==> config.mk <==
export PLATFORM = sky130hd
export DESIGN_NAME = systolic_weight_loader_flat
export DESIGN_NICKNAME = d
export VERILOG_FILES = /design/src/rtl/systolic_weight_loader_if.sv /design/src/rtl/systolic_weight_loader.sv /design/src/flat_wrapper.sv
export SDC_FILE = /design/constraint.sdc
export NUM_CORES = 1
export LEC_CHECK = 0
export CAP_MARGIN = 20
export CORE_MARGIN = 4
export CORE_UTILIZATION = 54
export DETAILED_ROUTE_END_ITERATION = 16
export DONT_BUFFER_PORTS = 1
export MAX_ROUTING_LAYER = met4
export PLACE_DENSITY = 0.69
export SYNTH_ARGS = -nofsm -noshare
export SYNTH_HDL_FRONTEND = slang
export SYNTH_SLANG_ARGS = --single-unit
==> constraint.sdc <==
create_clock -name CLK -period 5.6 [get_ports CLK]
set_input_delay 1.12 -clock CLK [delete_from_list [all_inputs] [get_ports CLK]]
set_output_delay 1.12 -clock CLK [all_outputs]
set_load 0.02 [all_outputs]
==> src/rtl/systolic_weight_loader_if.sv <==
// Weight-loader bus: control from the sequencer, SRAM read port and array-side
// weight outputs bundled together.
interface systolic_weight_loader_if #(
  parameter int COLS   = 8,
  parameter int ADDR_W = 10
);
  logic                   start;
  logic [ADDR_W-1:0]      base_addr;
  logic                   hold;
  logic                   wmem_rd_en;
  logic [ADDR_W-1:0]      wmem_addr;
  logic [COLS-1:0][7:0]   wmem_rdata;
  logic [COLS-1:0][7:0]   weight_out;
  logic                   w_en;
  logic                   busy;
  logic                   done;

  modport master (
    output start, base_addr, hold, wmem_rdata,
    input  wmem_rd_en, wmem_addr, weight_out, w_en, busy, done
  );

  modport slave (
    input  start, base_addr, hold, wmem_rdata,
    output wmem_rd_en, wmem_addr, weight_out, w_en, busy, done
  );
endinterface

==> src/rtl/systolic_weight_loader.sv <==
// Preloads a ROWS x COLS weight-stationary array: reads SRAM rows bottom-first
// and shifts them down the columns, gating the array's load phase via w_en.
module systolic_weight_loader #(
  parameter int ROWS   = 8,
  parameter int COLS   = 8,
  parameter int ADDR_W = 10
) (
  input  logic                    CLK,
  input  logic                    RESET,
  systolic_weight_loader_if.slave bus
);
  localparam int CNT_W = $clog2(ROWS + 1);
  localparam logic [CNT_W-1:0] ROWS_C = CNT_W'(ROWS);
  localparam logic [CNT_W-1:0] LAST_C = CNT_W'(ROWS - 1);
  localparam logic [CNT_W-1:0] ONE_C  = CNT_W'(1);

  typedef enum logic [1:0] {IDLE, LOAD, DONE} state_e;

  state_e              state_q, state_d;
  logic [ADDR_W-1:0]   base_q, base_d;
  logic [CNT_W-1:0]    rd_cnt_q, rd_cnt_d;
  logic [CNT_W-1:0]    sh_cnt_q, sh_cnt_d;
  logic                valid_q, valid_d;
  logic                fire, rd_en, wen;

  always_ff @(posedge CLK) begin
    if (RESET) begin
      state_q  <= IDLE;
      base_q   <= '0;
      rd_cnt_q <= '0;
      sh_cnt_q <= '0;
      valid_q  <= 1'b0;
    end else begin
      state_q  <= state_d;
      base_q   <= base_d;
      rd_cnt_q <= rd_cnt_d;
      sh_cnt_q <= sh_cnt_d;
      valid_q  <= valid_d;
    end
  end

  // valid_q marks that SRAM output holds a row not yet shifted in; hold freezes it
  // because the SRAM keeps its data while no read is issued.
  always_comb begin
    state_d  = state_q;
    base_d   = base_q;
    rd_cnt_d = rd_cnt_q;
    sh_cnt_d = sh_cnt_q;
    valid_d  = valid_q;
    fire     = (state_q == LOAD) && !bus.hold;
    rd_en    = fire && (rd_cnt_q < ROWS_C);
    wen      = fire && valid_q;
    case (state_q)
      IDLE: if (bus.start) begin
        state_d  = LOAD;
        base_d   = bus.base_addr;
        rd_cnt_d = '0;
        sh_cnt_d = '0;
        valid_d  = 1'b0;
      end
      LOAD: if (fire) begin
        valid_d = rd_en;
        if (rd_en) rd_cnt_d = rd_cnt_q + ONE_C;
        if (wen) begin
          sh_cnt_d = sh_cnt_q + ONE_C;
          if (sh_cnt_q == LAST_C) state_d = DONE;
        end
      end
      DONE:    state_d = IDLE;
      default: state_d = IDLE;
    endcase
  end

  // Bottom row first: read k targets base + ROWS-1-k, wrapping modulo 2^ADDR_W.
  assign bus.wmem_rd_en = rd_en;
  assign bus.wmem_addr  = rd_en ? (base_q + ADDR_W'(ROWS - 1) - ADDR_W'(rd_cnt_q)) : '0;
  assign bus.w_en       = wen;
  assign bus.busy       = (state_q == LOAD);
  assign bus.done       = (state_q == DONE);

  for (genvar c = 0; c < COLS; c++) begin : g_lane
    assign bus.weight_out[c] = bus.wmem_rdata[c];
  end
endmodule

==> src/flat_wrapper.sv <==
// flat-port wrapper written by rule: the top's interface ports become plain ports
module systolic_weight_loader_flat 
#(
  parameter int ROWS   = 8,
  parameter int COLS   = 8,
  parameter int ADDR_W = 10
)
  (CLK, RESET, bus_start, bus_base_addr, bus_hold, bus_wmem_rdata, bus_wmem_rd_en, bus_wmem_addr, bus_weight_out, bus_w_en, bus_busy, bus_done);
  systolic_weight_loader_if #(.COLS(COLS), .ADDR_W(ADDR_W)) bus_i ();
  input  logic CLK;
  input  logic RESET;
  input wire logic [$bits(bus_i.start)-1:0] bus_start;
  input wire logic [$bits(bus_i.base_addr)-1:0] bus_base_addr;
  input wire logic [$bits(bus_i.hold)-1:0] bus_hold;
  input wire logic [$bits(bus_i.wmem_rdata)-1:0] bus_wmem_rdata;
  output wire logic [$bits(bus_i.wmem_rd_en)-1:0] bus_wmem_rd_en;
  output wire logic [$bits(bus_i.wmem_addr)-1:0] bus_wmem_addr;
  output wire logic [$bits(bus_i.weight_out)-1:0] bus_weight_out;
  output wire logic [$bits(bus_i.w_en)-1:0] bus_w_en;
  output wire logic [$bits(bus_i.busy)-1:0] bus_busy;
  output wire logic [$bits(bus_i.done)-1:0] bus_done;
  assign bus_i.start = bus_start;
  assign bus_i.base_addr = bus_base_addr;
  assign bus_i.hold = bus_hold;
  assign bus_i.wmem_rdata = bus_wmem_rdata;
  assign bus_wmem_rd_en = bus_i.wmem_rd_en;
  assign bus_wmem_addr = bus_i.wmem_addr;
  assign bus_weight_out = bus_i.weight_out;
  assign bus_w_en = bus_i.w_en;
  assign bus_busy = bus_i.busy;
  assign bus_done = bus_i.done;
  systolic_weight_loader #(.ROWS(ROWS), .COLS(COLS), .ADDR_W(ADDR_W)) u_core (.CLK(CLK), .RESET(RESET), .bus(bus_i));
endmodule
==> results by group <==
Placed design
  – Gpl congestion: 0.748
  – IO buf count: 0
  – Placed cell count: 216
  – Post-DP HPWL: 2390 µm

Logic synthesis
  – Syn nets: 333
  – Mapped Cells: 240
  – Top-area cell type share of the netlist area: 0.255
  – Mean post-synth cell area: 7.84 µm²
  – Post-synthesis sequential area ratio: 0.223
  – Number of flops mapped to enable cells by yosys: 0
  – Ys async rst share: 0
  – Biggest area consumer among synthesized cells: buf_4
  – #FFs+latches synth: 21
  – Syn Std Cell Area: 1880 µm²
  – Synth unique cells: 41
  – Syn. warnings: 0
  – Synth Flop Type: dfxtp_1
  – Ranking of synthesized cells by area: buf_4 (26%), dfxtp_1 (22%), ha_1 (9.3%), a21oi_1 (5.6%), nand2_1 (5.2%)

Global route
  – Grt met3 use: 0.0489
  – All-Layer GR Usage: 0.143
  – GR Layer Usage met1: 0.179
  – GR peak layer: met2
  – Grt total ovfl: 0
  – First-pass GRT wire length: 5010 µm
  – Vias in the first global route: 1146
  – Initial antenna violation count: 0
  – Largest net degree at the start of global routing: 22
  – M2 GR Usage: 0.210

Die
  – Core Region: 3360 µm²
  – Ports: 156
  – DIE AREA: 4490 µm²
  – DIE WIDTH: 67.0 µm
  – Cell Rows: 21
  – Die extent in y: 67.0 µm
  – Initial core utilization: 0.560

Routing
  – Drt pass-1 iters: 4
  – Post-Route WL: 3080 µm
  – Detail Route Antenna Nets: 0
  – DR vias/cell: 5.47
  – Drt drc: 0
  – Vias: 1204
  – DRT iter0 DRCs: 43
  – Drt wl/cell: 14.0 µm

Timing
  – Fin crit period: 3.80 ns
  – Final Skew: 0.0100 ns
  – Hold_ws: 0.455 ns
  – RSZ-0062 raised after global routing: false
  – Ratio of final minimum period to clock period: 0.679
  – Final Max Tran Viols: 0
  – Slew @ Worst Pin: 0.672 ns
  – Maximum clock frequency: 263 MHz
  – Final setup viols: 0
  – Final Hold Viols: 0
  – Setup TNS: 0 ns
  – Rel. slew slack: 0.549

Worst setup path
  – Critical Path, Cell by Cell: inv_1, ha_1, ha_1, fa_1, nand3_1, a211oi_1, or3_1, a21oi_1
  – Crit path required time: 4.48 ns
  – CP peak stage delay: 0.41 ns
  – Most common cell on crit path: ha_1
  – CP max-delay cell: fa_1
  – R2r setup slk: 3.80 ns
  – Setup Crit Path Kind: register to primary output
  – Arr. time, crit path: 2.68 ns
  – Setup crit end kind: primary output
  – Critical Path Source Type: register
  – Crit path buf inv count: 1
  – CP delay by family, top: adder cells
  – Crit path max fanout: 4

CTS
  – Post-CTS Hold Fix Bufs: 0
  – H-tree levels: 1
  – Clock sinks: 21
  – CTS clk-pin slew, worst paths: 0.12 ns
  – CTS root buf: clkbuf_4
  – Clock buffer depth: 2
  – Num CTS Buffers: 3
  – Post_cts resized: 0
  – CTS tree: yes
  – Clk_lat worst skew: 0.30 ns
  – Post-CTS setup buffers: 0

Pwr
  – Peak VDD IR: 0.0878 mV
  – Pwr Density: 212 nW/µm²
  – Leak pwr: 0.560 nW

Layout
  – Area added between synthesis and finish: -22.6%
  – Ant diodes: 0
  – Commonest non-fill, non-tap cell in the layout: nand2_1
  – Fin util: 0.433
  – Layout cell share with drive strength beyond 1: 0.0632
  – Final-stage net count: 268
  – Most frequent cells in the layout: nand2_1 (26), a21oi_1 (21), dfxtp_1 (21)
  – Post-route insts no fill: 220

Hold path
  – Worst hold path class: register to register

Run
  – Total of max-cap violations: 0

Run status
  – Status: complete, no violations
-- per-layer routing --
layer / up-vias / wire (µm)
li1: 611 / -
met1: 528 / 1400
met2: 55 / 1320
met3: 10 / 332
met4: 0 / 28
met5: - / 0
-- state kept, by name, indices dropped and copies added, names as in the netlist --
| name | count |
|---|---|
| u_core.base_q | 10 |
| u_core.rd_cnt_q | 4 |
| u_core.sh_cnt_q | 4 |
| u_core.state_q | 2 |
| u_core.valid_q | 1 |
-- worst paths after layout --
check | start | endpoint | cells past startpoint
min reg2reg | u_core.base_q[3] | u_core.base_q[3] | 2
min | u_core.base_q[3] | u_core.base_q[3] | 2
max reg2reg | u_core.state_q[0] | u_core.rd_cnt_q[2] | 4
max | u_core.rd_cnt_q[1] | bus_wmem_addr[9] | 8
-- cells in the mapped netlist, drive strengths merged (5+ instances only) --
| cell type | n |
|---|---|
| a211oi | 6 |
| a21oi | 23 |
| buf | 67 |
| dfxtp | 21 |
| ha | 14 |
| inv | 13 |
| nand2 | 26 |
| nand2b | 5 |
| nand3 | 5 |
| nor2 | 9 |
| nor3 | 5 |
| o21ai | 5 |
-- layout make-up --
class                      instances  area [µm²]
fill                             372        1910
inverter                          14        65.1
clock inverter                     1        5.00
multi-input combinational        134         878
sequential                        21         420
clock buffer                       3        22.5
tap                               46        57.6
timing repair buffer               1        7.51
-- where the power goes --
group	switching, W	internal (W)	total, W
clock	0.0000459	0.0000266	0.0000725
combinational	0.0000448	0.0000301	0.0000749
sequential	0.00000567	0.000155	0.000161
total	0.0000963	0.000212	0.000308
-- logic make-up after synthesis --
logic type,Yosys count,share of synthesized area
mux,4,0.0213
buf+inv,85,0.310
xor+xnor,3,0.0140
flops,21,0.223
compound gates,40,0.130
fa+ha+maj,15,0.104
simple gates,72,0.198
-- worst reg2reg max path, cell delays in order (launching register included) --
cell	delay [ns]
dfxtp_1	0.53
or4b_1	0.74
clkinv_8	0.18
a21oi_2	0.07
a311oi_2	0.22
-- through the flow --
step	total power (W)	instance area [µm²]	setup slack [ns]
6_report	0.000308	1460	1.80
4_1_cts	0.000313	1460	1.77
5_1_grt	0.000331	1460	1.64
3_3_place_gp	0.000239	1430	1.93
3_5_place_dp	0.000239	1430	1.93
2_1_floorplan	0.000296	1880	2.17
(Power assumes the default switching activity.)
